$ cat src/rtl/mem_arb_pkg.sv
`default_nettype none
// ----------------------------------------------------------------------------
// mem_arb_pkg : shared constants and types for the two-requester RAM arbiter
// Rev 1.0
// ----------------------------------------------------------------------------
package mem_arb_pkg;

    localparam int MEM_ARB_NREQ   = 2;
    localparam int MEM_ARB_AWIDTH = 8;
    localparam int MEM_ARB_DWIDTH = 8;

    typedef logic [0:0] req_id_t;

endpackage : mem_arb_pkg
`default_nettype wire

$ cat src/rtl/mem_arbiter_if.sv
`default_nettype none
// ----------------------------------------------------------------------------
// mem_arbiter_if : requester handshakes, response lanes and RAM port bundle
// Rev 1.0
// ----------------------------------------------------------------------------
interface mem_arbiter_if
    import mem_arb_pkg::*;
#(
    parameter int AWIDTH    = MEM_ARB_AWIDTH,
    parameter int DWIDTH    = MEM_ARB_DWIDTH,
    parameter int NUM_BYTES = DWIDTH / 8
) ();

    logic              req0_valid, req1_valid;
    logic              req0_we,    req1_we;
    logic [AWIDTH-1:0] req0_addr,  req1_addr;
    logic [DWIDTH-1:0] req0_wdata, req1_wdata;
    logic              req0_ready, req1_ready;
    logic              rsp0_valid, rsp1_valid;
    logic [DWIDTH-1:0] rsp0_rdata, rsp1_rdata;

    logic                 mem_en;
    logic [NUM_BYTES-1:0] mem_wbe;
    logic [AWIDTH-1:0]    mem_addr;
    logic [DWIDTH-1:0]    mem_d;
    logic [DWIDTH-1:0]    mem_q;

    logic [1:0]           grant_leds;

    // Arbiter side
    modport slave (
        input  req0_valid, req1_valid, req0_we, req1_we,
        input  req0_addr, req1_addr, req0_wdata, req1_wdata,
        output req0_ready, req1_ready, rsp0_valid, rsp1_valid,
        output rsp0_rdata, rsp1_rdata,
        output mem_en, mem_wbe, mem_addr, mem_d,
        input  mem_q,
        output grant_leds
    );

    // Requesters and RAM side
    modport master (
        output req0_valid, req1_valid, req0_we, req1_we,
        output req0_addr, req1_addr, req0_wdata, req1_wdata,
        input  req0_ready, req1_ready, rsp0_valid, rsp1_valid,
        input  rsp0_rdata, rsp1_rdata,
        input  mem_en, mem_wbe, mem_addr, mem_d,
        output mem_q,
        input  grant_leds
    );

endinterface : mem_arbiter_if
`default_nettype wire

$ cat src/rtl/mem_arb_picker.sv
`default_nettype none
// ----------------------------------------------------------------------------
// mem_arb_picker : tie-break for two requesters; MEM_ARB_ROUND_ROBIN_EN selects
// round-robin (ptr register), otherwise requester 0 has fixed priority.  Rev 1.0
// ----------------------------------------------------------------------------
module mem_arb_picker
    import mem_arb_pkg::*;
(
`ifdef MEM_ARB_ROUND_ROBIN_EN
    input  wire logic                    clk,
    input  wire logic                    rst,
`endif
    input  wire logic                    valid0_i,
    input  wire logic                    valid1_i,
    input  wire logic                    accept_i,
    output logic [MEM_ARB_NREQ-1:0]      grant_o,
    output req_id_t                      winner_o
);

`ifdef MEM_ARB_ROUND_ROBIN_EN
    req_id_t ptr_q, ptr_d;

    always_comb begin
        if (valid0_i && valid1_i) winner_o = ptr_q;
        else if (valid1_i)        winner_o = 1'b1;
        else                      winner_o = 1'b0;
        // Loser of this cycle's tie gets priority next time
        ptr_d = accept_i ? ~winner_o : ptr_q;
    end

    always_ff @(posedge clk or posedge rst) begin
        if (rst) ptr_q <= 1'b0;
        else     ptr_q <= ptr_d;
    end
`else
    always_comb begin
        winner_o = valid1_i && !valid0_i;
    end
`endif

    always_comb begin
        grant_o = '0;
        if (accept_i) grant_o = winner_o[0] ? 2'b10 : 2'b01;
    end

endmodule : mem_arb_picker
`default_nettype wire

$ cat src/rtl/mem_arbiter.sv
`default_nettype none
// ----------------------------------------------------------------------------
// mem_arbiter : shares one 256x8 SYNC_RAM_WBE port between two requesters and
// routes 1-cycle read data back.  Option: MEM_ARB_ROUND_ROBIN_EN.  Rev 1.0
// ----------------------------------------------------------------------------
module mem_arbiter
    import mem_arb_pkg::*;
#(
    parameter int AWIDTH    = MEM_ARB_AWIDTH,
    parameter int DWIDTH    = MEM_ARB_DWIDTH,
    parameter int NUM_BYTES = DWIDTH / 8
) (
    input  wire logic     clk,
    input  wire logic     rst,
    mem_arbiter_if.slave  bus
);

    logic                    accept;
    logic [MEM_ARB_NREQ-1:0] grant;
    req_id_t                 win;
    logic                    win_we;
    logic [AWIDTH-1:0]       win_addr;
    logic [DWIDTH-1:0]       win_wdata;

    logic    pend_valid_q, pend_valid_d;
    req_id_t pend_id_q,    pend_id_d;
    req_id_t last_win_q,   last_win_d;

    // Gating with rst keeps ready/mem_en low while reset is held
    assign accept = (bus.req0_valid || bus.req1_valid) && !rst;

    mem_arb_picker u_picker (
`ifdef MEM_ARB_ROUND_ROBIN_EN
        .clk      (clk),
        .rst      (rst),
`endif
        .valid0_i (bus.req0_valid),
        .valid1_i (bus.req1_valid),
        .accept_i (accept),
        .grant_o  (grant),
        .winner_o (win)
    );

    always_comb begin
        win_we    = win[0] ? bus.req1_we    : bus.req0_we;
        win_addr  = win[0] ? bus.req1_addr  : bus.req0_addr;
        win_wdata = win[0] ? bus.req1_wdata : bus.req0_wdata;

        pend_valid_d = accept && !win_we;
        pend_id_d    = pend_valid_d ? win : pend_id_q;
        last_win_d   = accept ? win : last_win_q;
    end

    assign bus.req0_ready = grant[0];
    assign bus.req1_ready = grant[1];

    assign bus.mem_en   = accept;
    assign bus.mem_wbe  = {NUM_BYTES{accept && win_we}};
    assign bus.mem_addr = accept ? win_addr  : '0;
    assign bus.mem_d    = accept ? win_wdata : '0;

    always_ff @(posedge clk or posedge rst) begin
        if (rst) begin
            pend_valid_q <= 1'b0;
            pend_id_q    <= 1'b0;
            last_win_q   <= 1'b0;
        end else begin
            pend_valid_q <= pend_valid_d;
            pend_id_q    <= pend_id_d;
            last_win_q   <= last_win_d;
        end
    end

    assign bus.rsp0_valid = pend_valid_q && (pend_id_q == 1'b0);
    assign bus.rsp1_valid = pend_valid_q && (pend_id_q == 1'b1);
    assign bus.rsp0_rdata = bus.rsp0_valid ? bus.mem_q : '0;
    assign bus.rsp1_rdata = bus.rsp1_valid ? bus.mem_q : '0;

    assign bus.grant_leds = {last_win_q[0], pend_valid_q};

endmodule : mem_arbiter
`default_nettype wire
$ cat src/flat_wrapper.sv
// flat-port wrapper written by rule: the top's interface ports become plain ports
module mem_arbiter_flat import mem_arb_pkg::*;
#(
    parameter int AWIDTH    = MEM_ARB_AWIDTH,
    parameter int DWIDTH    = MEM_ARB_DWIDTH,
    parameter int NUM_BYTES = DWIDTH / 8
)
  (clk, rst, bus_req0_valid, bus_req1_valid, bus_req0_we, bus_req1_we, bus_req0_addr, bus_req1_addr, bus_req0_wdata, bus_req1_wdata, bus_req0_ready, bus_req1_ready, bus_rsp0_valid, bus_rsp1_valid, bus_rsp0_rdata, bus_rsp1_rdata, bus_mem_en, bus_mem_wbe, bus_mem_addr, bus_mem_d, bus_mem_q, bus_grant_leds);
  mem_arbiter_if #(.AWIDTH(AWIDTH), .DWIDTH(DWIDTH), .NUM_BYTES(NUM_BYTES)) bus_i ();
  input  wire logic clk;
  input  wire logic rst;
  input wire logic [$bits(bus_i.req0_valid)-1:0] bus_req0_valid;
  input wire logic [$bits(bus_i.req1_valid)-1:0] bus_req1_valid;
  input wire logic [$bits(bus_i.req0_we)-1:0] bus_req0_we;
  input wire logic [$bits(bus_i.req1_we)-1:0] bus_req1_we;
  input wire logic [$bits(bus_i.req0_addr)-1:0] bus_req0_addr;
  input wire logic [$bits(bus_i.req1_addr)-1:0] bus_req1_addr;
  input wire logic [$bits(bus_i.req0_wdata)-1:0] bus_req0_wdata;
  input wire logic [$bits(bus_i.req1_wdata)-1:0] bus_req1_wdata;
  output wire logic [$bits(bus_i.req0_ready)-1:0] bus_req0_ready;
  output wire logic [$bits(bus_i.req1_ready)-1:0] bus_req1_ready;
  output wire logic [$bits(bus_i.rsp0_valid)-1:0] bus_rsp0_valid;
  output wire logic [$bits(bus_i.rsp1_valid)-1:0] bus_rsp1_valid;
  output wire logic [$bits(bus_i.rsp0_rdata)-1:0] bus_rsp0_rdata;
  output wire logic [$bits(bus_i.rsp1_rdata)-1:0] bus_rsp1_rdata;
  output wire logic [$bits(bus_i.mem_en)-1:0] bus_mem_en;
  output wire logic [$bits(bus_i.mem_wbe)-1:0] bus_mem_wbe;
  output wire logic [$bits(bus_i.mem_addr)-1:0] bus_mem_addr;
  output wire logic [$bits(bus_i.mem_d)-1:0] bus_mem_d;
  input wire logic [$bits(bus_i.mem_q)-1:0] bus_mem_q;
  output wire logic [$bits(bus_i.grant_leds)-1:0] bus_grant_leds;
  assign bus_i.req0_valid = bus_req0_valid;
  assign bus_i.req1_valid = bus_req1_valid;
  assign bus_i.req0_we = bus_req0_we;
  assign bus_i.req1_we = bus_req1_we;
  assign bus_i.req0_addr = bus_req0_addr;
  assign bus_i.req1_addr = bus_req1_addr;
  assign bus_i.req0_wdata = bus_req0_wdata;
  assign bus_i.req1_wdata = bus_req1_wdata;
  assign bus_req0_ready = bus_i.req0_ready;
  assign bus_req1_ready = bus_i.req1_ready;
  assign bus_rsp0_valid = bus_i.rsp0_valid;
  assign bus_rsp1_valid = bus_i.rsp1_valid;
  assign bus_rsp0_rdata = bus_i.rsp0_rdata;
  assign bus_rsp1_rdata = bus_i.rsp1_rdata;
  assign bus_mem_en = bus_i.mem_en;
  assign bus_mem_wbe = bus_i.mem_wbe;
  assign bus_mem_addr = bus_i.mem_addr;
  assign bus_mem_d = bus_i.mem_d;
  assign bus_i.mem_q = bus_mem_q;
  assign bus_grant_leds = bus_i.grant_leds;
  mem_arbiter #(.AWIDTH(AWIDTH), .DWIDTH(DWIDTH), .NUM_BYTES(NUM_BYTES)) u_core (.clk(clk), .rst(rst), .bus(bus_i));
endmodule
$ cat config.mk
export PLATFORM = sky130hd
export DESIGN_NAME = mem_arbiter_flat
export DESIGN_NICKNAME = d
export VERILOG_FILES = /design/src/rtl/mem_arb_pkg.sv /design/src/rtl/mem_arbiter_if.sv /design/src/rtl/mem_arb_picker.sv /design/src/rtl/mem_arbiter.sv /design/src/flat_wrapper.sv
export SDC_FILE = /design/constraint.sdc
export NUM_CORES = 1
export LEC_CHECK = 0
export ABC_AREA = 1
export CAP_MARGIN = 20
export CORE_ASPECT_RATIO = 1.25
export CORE_MARGIN = 8
export CORE_UTILIZATION = 26
export CTS_CLUSTER_DIAMETER = 60
export DETAILED_ROUTE_END_ITERATION = 12
export GPL_TIMING_DRIVEN = 1
export HOLD_SLACK_MARGIN = 0.05
export PLACE_DENSITY = 0.92
export REMOVE_ABC_BUFFERS = 1
export SYNTH_ARGS = -nofsm -noshare
export SYNTH_HDL_FRONTEND = slang
export SYNTH_HIERARCHICAL = 1
export SYNTH_SLANG_ARGS = --single-unit
$ cat constraint.sdc
create_clock -name clk -period 0.95 [get_ports clk]
set_input_delay 0.095 -clock clk [delete_from_list [all_inputs] [get_ports clk]]
set_output_delay 0.095 -clock clk [all_outputs]
set_load 0.03 [all_outputs]
==> results of run 1 <==
## report_power, final
group	leakage [nW]	internal (mW)	switching, mW
clock	0.0150	0.157	0.0602
sequential	0.0393	0.141	0.0132
combinational	1.11	0.507	0.550
total	1.16	0.805	0.623
## area by class of cell
type,instances,area (um2)
fillers,166,562
flip-flops and latches,3,75.1
repair buffers,108,1090
multi-input cells,98,602
clock buffers,4,26.3
repair inverters,3,43.8
inverters,35,160
well taps,34,42.5
## registers in the layout, indices dropped and copies added (netlist names)
name	cells
u_core/last_win_q	1
u_core/pend_valid_q	1
u_core/pend_id_q	1
## repair_timing
action	4_1_cts	5_1_grt
setup buffers	10	3
endpoints found under the hold margin	3	0
resized for setup	78	67
pin swaps	28	20
setup endpoints to repair	42	38
gates cloned	5	0
hold buffers	1	0
## cells in the final DEF, fill, tap and decap left out, drive strengths merged
master and count:
dlygate4sd3 1, a21oi 1, o21ai 2, dlygate4sd2 7, clkbuf 5, clkinv 1, dfrtp 3, nand2 73
buf 64, nand3 1, clkdlybuf4s50 33, inv 37, nor2 21, dlymetal6s2s 2
## cells by family after synthesis
group,after synthesis,synth area share [%]
AO/OA/AOI/OAI,3,2.20
AND/OR/NAND/NOR,95,56.4
buffers and inverters,41,30.4
flip-flops,3,11.0
## metal layers
metal,vias to the layer above,part of all wire [%]
li1,614,-
met1,601,29
met2,84,53
met3,12,14
met4,0,3.1
met5,-,0
## worst min path at each step
stage,from,endpoint
CTS,bus_req0_we,u_core/pend_valid_q
detailed placement,rst,u_core/last_win_q
finish,rst,u_core/last_win_q
global placement,rst,u_core/last_win_q
global route,rst,u_core/last_win_q
floorplan,rst,u_core/last_win_q
## worst max-delay path, cell delays in order, from the launching register on
cell and delay [ps]:
dfrtp_1 410, nor2_4 150, inv_4 80, nor2_2 130, buf_6 140
## metrics by stage
stage	utilization (%)	TNS, ps	power, mW
after floorplan	-	-13090	0.500
after global placement	58.2	-11540	0.910
after detailed placement	58.2	-12140	0.916
after CTS	71.8	-6340	1.31
after global routing	78.4	-8770	1.52
final	78.4	-6710	1.43
==> results.py, run 1 <==
metrics = {
    "clocking": {
        "clkTransAtPathRegs_ps": 40,
        "insertion_delay_ps": 220,
        "cts.path.max_buffers": 2,
        "cts_tree": "done",
        "clockRootBuffer": "clkbuf_4",
        "cts.sinks": 3,
        "cts.htree.levels": 1,
        "cts_inserted_buffers": 3,
    },
    "timing": {
        "rsz0062_at_grt": "true",
        "timing.final.crit_period_ps": 1230,
        "setup_viol": 36,
        "worst_slew_pin_slew_ps": 170,
        "slew_viol_final": 0,
        "fin_ws_ps": -284,
        "skew_ps": 0,
        "slew_headroom_pct": 88.6,
        "hold_viol": 0,
        "whs_ps": 350,
        "max_freq_mhz": 811,
        "fin_crit_sh_pct": 130,
    },
    "global_routing": {
        "grt_pass1_vias": 1416,
        "grt-ovfl-total": 0,
        "use_met2_pct": 32.4,
        "grt_usage_pct": 17.1,
        "busiest_layer": "met2",
        "grt_max_degree": 12,
        "antenna_found_initial": 0,
        "grt_pass1_wl_mm": 6.02,
        "use_met1_pct": 14.9,
        "grt_use_met3_pct": 9.11,
    },
    "run_status": {
        "violations": "setup timing",
        "run_status": "finished with violations",
    },
    "detailed_routing": {
        "wl_mm": 4.53,
        "vias_per_cell": 4.60,
        "drtPass1Iterations": 4,
        "drtIter0Drc": 50,
        "wire_per_inst_um": 15.9,
        "via_count": 1311,
        "drtAntennaViolNets": 0,
        "post-route-drc-count": 0,
    },
    "placement": {
        "placed_cell_area_um2": 1520,
        "hpwl_mm": 2.49,
        "gp_congestion": 0.751,
        "post-place-cells": 266,
        "portBuffers": 85,
        "dpl_worst_slack_ps": -552,
    },
    "pwr": {
        "ir_worst_vdd_mv": 0.602,
        "leakagePower_nw": 1.16,
        "powerDensity_nw_per_um2": 701,
    },
    "yosys": {
        "yosysSeqAreaShare_pct": 11.0,
        "synthTopCellsByCount": "nand2_1 (66), inv_1 (34), nor2_1 (19)",
        "syn_inst": 142,
        "syn-cell-area_um2": 683,
        "async_flop_share_pct": 100,
        "synth-edff-count": 0,
        "synth.distinct_cells": 15,
        "ys_ff_latch": 3,
        "synth_most_common_cell": "nand2_1",
        "ys_warn_count": 6,
        "postSynthAreaPerCell_um2": 4.81,
        "synthFlopType": "dfrtp_1",
        "yosysTopAreaCellShare_pct": 36.3,
        "synthTopCellsByArea": "nand2_1 (36%), inv_1 (19%), dfrtp_1 (11%)",
        "yosysTopAreaCell": "nand2_1",
    },
    "floorplanning": {
        "core_area_um2": 2600,
        "dieArea_um2": 4530,
        "start_util_pct": 26.3,
        "rows": 21,
        "die_y_um": 73.3,
        "ios": 86,
        "die_w_um": 61.8,
    },
    "critical_path": {
        "cp.required_ps": 850,
        "r2r_cells": 3,
        "end_kind": "output pin",
        "critPathKind": "reg -> out",
        "startpoint": "u_core/pend_id_q",
        "cp.arrival_ps": 1140,
        "crit_path_start_kind": "flop",
        "path_max_fanout": 8,
        "endpoint": "bus_rsp0_rdata[4]",
        "reg2reg_to": "u_core/pend_id_q",
        "reg2reg_from": "u_core/pend_id_q",
        "r2r_setup_slack_ps": 160,
    },
    "layout": {
        "drive_gt1_share_pct": 57.0,
        "area_delta_synth_final_pct": 199,
        "diodes": 0,
        "final_nets": 298,
        "postLayoutCellArea_um2": 2040,
        "layoutNonFillerInstCount": 285,
    },
    "hold_path": {
        "hp-class": "in -> reg",
        "hold_path_depth": 5,
    },
    "job": {
        "maxCapViolCount": 0,
    },
}
(Power assumes the default switching activity.)
==> run 2: changes to the inputs <==
Settings changed: SLEW_MARGIN set to 20.
==> results of run 2 <==
Final layout, timing and power as in run 1 (identical DEF).
